## config.mk

```make
export PLATFORM = sky130hd
export DESIGN_NAME = logic_unit_pipe
export DESIGN_NICKNAME = d
export VERILOG_FILES = /design/src/rtl/logic_pkg.sv /design/src/rtl/logic_pipe_stage.sv /design/src/rtl/logic_unit_pipe.sv
export SDC_FILE = /design/constraint.sdc
export NUM_CORES = 1
export LEC_CHECK = 0
export CORE_MARGIN = 4
export CORE_UTILIZATION = 45
export DETAILED_ROUTE_END_ITERATION = 7
export PLACE_DENSITY_LB_ADDON = 0.2
export SYNTH_ARGS = -nofsm -noshare
export SYNTH_HDL_FRONTEND = slang
export SYNTH_SLANG_ARGS = --single-unit
```

## constraint.sdc

```tcl
create_clock -name clk -period 3.1 [get_ports clk]
set_input_delay 0.31 -clock clk [delete_from_list [all_inputs] [get_ports clk]]
set_output_delay 0.31 -clock clk [all_outputs]
set_load 0.02 [all_outputs]
```

## src/rtl/logic_pkg.sv

```systemverilog
// Shared encodings for the pipelined bitwise logic unit.
// Imported by logic_pipe_stage and logic_unit_pipe.
package logic_pkg;

    localparam logic [1:0] LOP_XOR  = 2'b00;
    localparam logic [1:0] LOP_OR   = 2'b01;
    localparam logic [1:0] LOP_AND  = 2'b10;
    localparam logic [1:0] LOP_XNOR = 2'b11;

    localparam int TAG_W = 5;

endpackage

```

## src/rtl/logic_pipe_stage.sv

```systemverilog
// One valid/payload register of the logic unit pipeline.
// Advances when empty or when the downstream stage advances.
module logic_pipe_stage
    import logic_pkg::*;
#(
    parameter int PW = 8
) (
    input  logic          clk,
    input  logic          rst_n,
    input  logic          up_valid,
    input  logic [PW-1:0] up_data,
    input  logic          down_adv,
    output logic          adv,
    output logic          valid,
    output logic [PW-1:0] data
);

    assign adv = !valid || down_adv;

    // Payload only loads behind a valid beat, so bubbles leave it untouched.
    always_ff @(posedge clk) begin
        if (!rst_n) begin
            valid <= 1'b0;
            data  <= '0;
        end else if (adv) begin
            valid <= up_valid;
            if (up_valid) begin
                data <= up_data;
            end
        end
    end

endmodule

```

## src/rtl/logic_unit_pipe.sv

```systemverilog
// Pipelined bitwise XOR/OR/AND/XNOR unit with valid/ready on both sides.
// Optional LOGIC_UNIT_ZERO_FLAG_EN adds a pipelined out_zero flag.
module logic_unit_pipe
    import logic_pkg::*;
#(
    parameter int WIDTH  = 64,
    parameter int STAGES = 2
) (
    input  logic             clk,
    input  logic             rst_n,
    input  logic             in_valid,
    output logic             in_ready,
    input  logic [WIDTH-1:0] in_a,
    input  logic [WIDTH-1:0] in_b,
    input  logic [1:0]       in_op,
    input  logic [TAG_W-1:0] in_tag,
    output logic             out_valid,
    input  logic             out_ready,
`ifdef LOGIC_UNIT_ZERO_FLAG_EN
    output logic             out_zero,
`endif
    output logic [WIDTH-1:0] out_s,
    output logic [TAG_W-1:0] out_tag
);

`ifdef LOGIC_UNIT_ZERO_FLAG_EN
    localparam int PW = WIDTH + TAG_W + 1;
`else
    localparam int PW = WIDTH + TAG_W;
`endif

    logic [WIDTH-1:0] res;
    logic             v_q   [0:STAGES];
    logic [PW-1:0]    d_q   [0:STAGES];
    logic             adv_q [1:STAGES+1];

    always_comb begin
        res = '0;
        unique case (in_op)
            LOP_XOR:  res = in_a ^ in_b;
            LOP_OR:   res = in_a | in_b;
            LOP_AND:  res = in_a & in_b;
            LOP_XNOR: res = ~(in_a ^ in_b);
        endcase
    end

    assign v_q[0] = in_valid;
`ifdef LOGIC_UNIT_ZERO_FLAG_EN
    assign d_q[0] = {~|res, in_tag, res};
`else
    assign d_q[0] = {in_tag, res};
`endif
    assign adv_q[STAGES+1] = out_ready;

    for (genvar k = 1; k <= STAGES; k++) begin : g_stage
        logic_pipe_stage #(
            .PW(PW)
        ) u_stage (
            .clk     (clk),
            .rst_n   (rst_n),
            .up_valid(v_q[k-1]),
            .up_data (d_q[k-1]),
            .down_adv(adv_q[k+1]),
            .adv     (adv_q[k]),
            .valid   (v_q[k]),
            .data    (d_q[k])
        );
    end

    assign in_ready  = adv_q[1];
    assign out_valid = v_q[STAGES];
    assign out_s     = d_q[STAGES][WIDTH-1:0];
    assign out_tag   = d_q[STAGES][WIDTH +: TAG_W];
`ifdef LOGIC_UNIT_ZERO_FLAG_EN
    assign out_zero  = d_q[STAGES][PW-1];
`endif

endmodule

```

# Word level (Yosys, flattened, before mapping)
# Index checks and enable logic that the tools add are counted.
[classes]
eq_ne = 3
muxes = 1
n_bitwise = 4
reduce_logical = 7
[ops]
columns = ["operator", "count"]
rows = [
  ["case mux 64 bit (4 select lines)", 1],
  ["AND 64 bit", 1],
  ["inverter 64 bit", 1],
  ["OR 64 bit", 1],
  ["XOR 64 bit", 1],
  ["equality test 2 bit (second input constant)", 2],
  ["AND reduction 2 bit", 2],
  ["equality test 2 x 1 -> 1 bit (second input constant)", 1],
  ["zero test 1 bit", 2],
  ["zero test 2 bit", 1],
  ["logical OR 1 bit", 2],
]
[word_totals]
reg_bits = 140
in_bits = 139
output_inout_bits = 71
wordCells = 19

# Longest topological paths before layout
[depth]
ltp_word = 4
mapped_depth = 7
ltp_nobuf = 5

# Cells and area by module
# Synthesis repeated with hierarchy kept, for this count alone.
[unflattened]
hier_cells = 1077
area_unflattened_um2 = 9778.1
[modules_own_cells]
columns = ["mod", "instances", "cells_each", "area_per_inst_um2", "seq_area_each_um2"]
rows = [
  ["logic_pipe_stage", 2, 304, 2761.4, 1401.3],
  ["logic_unit_pipe", 1, 469, 4255.3, 0.0],
]

# Worst setup path before layout
# OpenSTA, ideal clock, no wires.
[synth_timing]
path_type = "register to register"
from = "reg g_stage[2].u_stage.valid"
to = "reg g_stage[1].u_stage.data[1]"
setup_time_ps = 144
arrival_time_ps = 1192
required_ps = 2956
setup_slack_ps = 1764
stages_incl_launch_ff = 6
path_buffers = 2
period_less_slack_ps = 1336
cell_sequence = "dfxtp_1 > and3b_1 > buf_6 > nor2_4 > buf_2 > a311oi_2"
[synth_via]
elab_chain_cells = 4
[synth_rtl]
columns = ["item", "line", "rtl"]
rows = [
  ["start: declaration", "logic_pipe_stage.sv:14", "output logic valid,"],
  ["start signal: assignment", "logic_pipe_stage.sv:26", "valid <= up_valid;"],
  ["zero test 1 bit", "logic_pipe_stage.sv:18", "assign adv = !valid || down_adv;"],
  ["logical OR 1 bit (2 in a row)", "logic_pipe_stage.sv:18", ""],
  ["AND reduction 2 bit (no source line)", "n/a", ""],
  ["end signal: assignment", "logic_pipe_stage.sv:28", "data <= up_data;"],
  ["end: declaration", "logic_pipe_stage.sv:15", "output logic [PW-1:0] data"],
]
# Every way passes these cells.
# A chain may end at the register's enable or synchronous reset.

# Final worst setup path
[layout_timing]
from = "in out_ready"
to = "out in_ready"
[layout_via]
elab_chain_cells = 2
[layout_rtl]
columns = ["item", "line", "rtl"]
rows = [
  ["start: declaration", "logic_unit_pipe.sv:18", "input logic out_ready,"],
  ["logical OR 1 bit (2 in a row)", "logic_pipe_stage.sv:18", ""],
  ["end: declaration", "logic_unit_pipe.sv:12", "output logic in_ready,"],
]
# Every way passes these cells.

==> flow_summary.json <==
{
  "tritoncts": "built",
  "syn_area_um2": 9776,
  "fmax_ghz": 0.4182,
  "status": "finished, final reports clean",
  "maxSlewViolCount": 0,
  "synth_area_per_cell_um2": 8.208,
  "synthesis.nets": 1458,
  "cp-end-kind": "output port",
  "nNetsFinal": 1525,
  "grt.total_usage_pct": 19.64,
  "seq_area_frac_synth_pct": 28.67,
  "grt_max_degree": 121,
  "ant_nets": 0,
  "cp_max_fo": 32,
  "die_area_um2": 24150,
  "reg2reg_slack_ns": 1.15,
  "yosys_warnings": 0,
  "fp.dieH_um": 155.4,
  "drt_iter0_drc": 373,
  "numClockSinks": 140,
  "synth-seq-cells": 140,
  "dp_hpwl_um": 16300,
  "clk_pin_slew_ns": 0.06,
  "worstPathArrival_ns": 2.08,
  "finalCritPeriodShare_pct": 77.14,
  "syn2layout_area_growth_pct": 21.68,
  "grt_pass1_wl_um": 39230,
  "final_cell_mix": "clkdlybuf4s50_1 (206), a21oi_1 (140), dfxtp_1 (139)",
  "yosysUniqueCellTypes": 28,
  "rows": 53,
  "start_util_pct": 46.07,
  "dr.pass1.iters": 5,
  "clk_latency_ns": 0.42,
  "rsz0062_at_grt": "false",
  "fin_setup_tns_ns": 0,
  "synth_edf_count": 0,
  "cts_root_buffer": "clkbuf_16",
  "hold_path_class": "register to register",
  "utilization_pct": 56.06,
  "synth-main-ff-cell": "dfxtp_1",
  "powerDensity_nw_per_um2": 403.9,
  "relSlewSlack_pct": 25.29,
  "totalWireLength_um": 24370,
  "leakagePower_uw": 0.005047,
  "post-cts-setup-buffers": 0,
  "ctsHtreeMaxLevel": 4,
  "hold_buffers": 0,
  "grt.overflow.total": 0,
  "n_antenna_cell": 0,
  "setup_viol": 0,
  "hold_violations": 0,
  "fin_skew_ns": 0.01126,
  "netlist_instances": 1191,
  "clockBufferDepth": 2,
  "critPathRequiredTime_ns": 2.79,
  "coreArea_um2": 21220,
  "drive_gt1_share_pct": 7.795,
  "wire_per_inst_um": 15.77,
  "ir_drop_uv": 286.5,
  "tightest_slew_ns": 1.121,
  "postCtsResizedCells": 0,
  "drv_cap": 0,
  "antenna_found_initial": 0,
  "startpoint_type": "primary input",
  "min_period_ns": 2.391,
  "final_common_cell": "clkdlybuf4s50_1",
  "die_w_um": 155.4,
  "cts_buffers": 17,
  "vias": 8404,
  "port_buffers": 209,
  "grt_pass1_vias": 7739,
  "async_flop_share_pct": 0,
  "drc": 0,
  "viasPerCell": 5.439,
  "worst-setup-path-type": "primary input to output port",
  "gp_congestion": 0.8193,
  "pin_count": 210
}
-- worst paths after layout --
| path | from | end | cells past startpoint |
|---|---|---|---|
| setup / recovery | out_ready | in_ready | 4 |
| hold / removal | g_stage[1].u_stage.data[62] | g_stage[2].u_stage.data[62] | 2 |
| setup reg to reg | g_stage[2].u_stage.valid | g_stage[1].u_stage.data[33] | 5 |
| hold reg to reg | g_stage[1].u_stage.data[62] | g_stage[2].u_stage.data[62] | 2 |
-- critical path, cell delays in order --
cell and delay [ns]:
clkdlybuf4s50_1 0.49, and3b_1 0.29, inv_6 0.28, clkdlybuf4s50_1 0.70
-- report_power, final --
part | total, µW | internal [µW] | switching (µW)
Clock | 1810 | 1010 | 795
Sequential | 1960 | 1910 | 54.4
Combinational | 1040 | 491 | 544
Total | 4800 | 3410 | 1390
-- Yosys cell counts (6+ instances only) --
cell type	instances	share of area [%]
a211o_1	63	5.6
a21oi_1	140	7.2
a311oi_1	23	2.1
a311oi_2	41	6.3
buf_1	6	0.23
buf_2	12	0.61
buf_4	82	6.3
buf_6	7	0.81
clkbuf_1	69	2.6
dfxtp_1	140	29
ha_1	128	16
inv_1	131	5.0
nand2_1	63	2.4
nand3_1	74	3.8
nor2_1	63	2.4
o211ai_1	63	4.8
o21ai_0	73	3.7
-- cell type report --
class | instances | area [µm²]
timing repair buffer | 226 | 2288
multi-input combinational | 740 | 5426
tap | 275 | 344.1
clock inverter | 14 | 97.59
sequential | 140 | 2804
clock buffer | 17 | 425.4
inverter | 133 | 509.2
fill | 2028 | 9325
-- through the flow --
step | cell area [µm²] | std cells | power, µW | hold WS, ns | setup WS [ns]
global route | 11900 | 1545 | 5051 | 0.4759 | 0.6190
finish | 11900 | 1545 | 4805 | 0.4604 | 0.7086
global placement | 11370 | 1514 | 3015 | 0.4542 | 0.6968
floorplan | 9776 | 1191 | 2677 | 0.4403 | 1.764
detailed placement | 11370 | 1514 | 3040 | 0.4544 | 0.6730
CTS | 11900 | 1545 | 4849 | 0.4604 | 0.6799
-- registers in the layout, summed over array words and instances (netlist names) --
name and cells:
g_stage.u_stage.data 138, g_stage.u_stage.valid 2
-- per-layer routing --
layer	vias up	wire length (µm)	global-route usage (%)
li1	4248	-	-
met1	3944	11110	25.30
met2	182	11650	33.38
met3	30	1114	3.088
met4	0	496	6.878
met5	-	0	0
-- logic make-up (layout without fill, tap and decap cells) --
| logic type | count (synthesis) | after routing | share of synthesized area [%] |
|---|---|---|---|
| and+or+nand+nor | 206 | 206 | 9.100 |
| AOI/OAI and AO/OA | 406 | 406 | 29.99 |
| DFF | 140 | 140 | 28.67 |
| buffers and inverters | 311 | 390 | 15.86 |
| adders and majority gates | 128 | 128 | 16.38 |
Power figures use the tool's default switching activity.
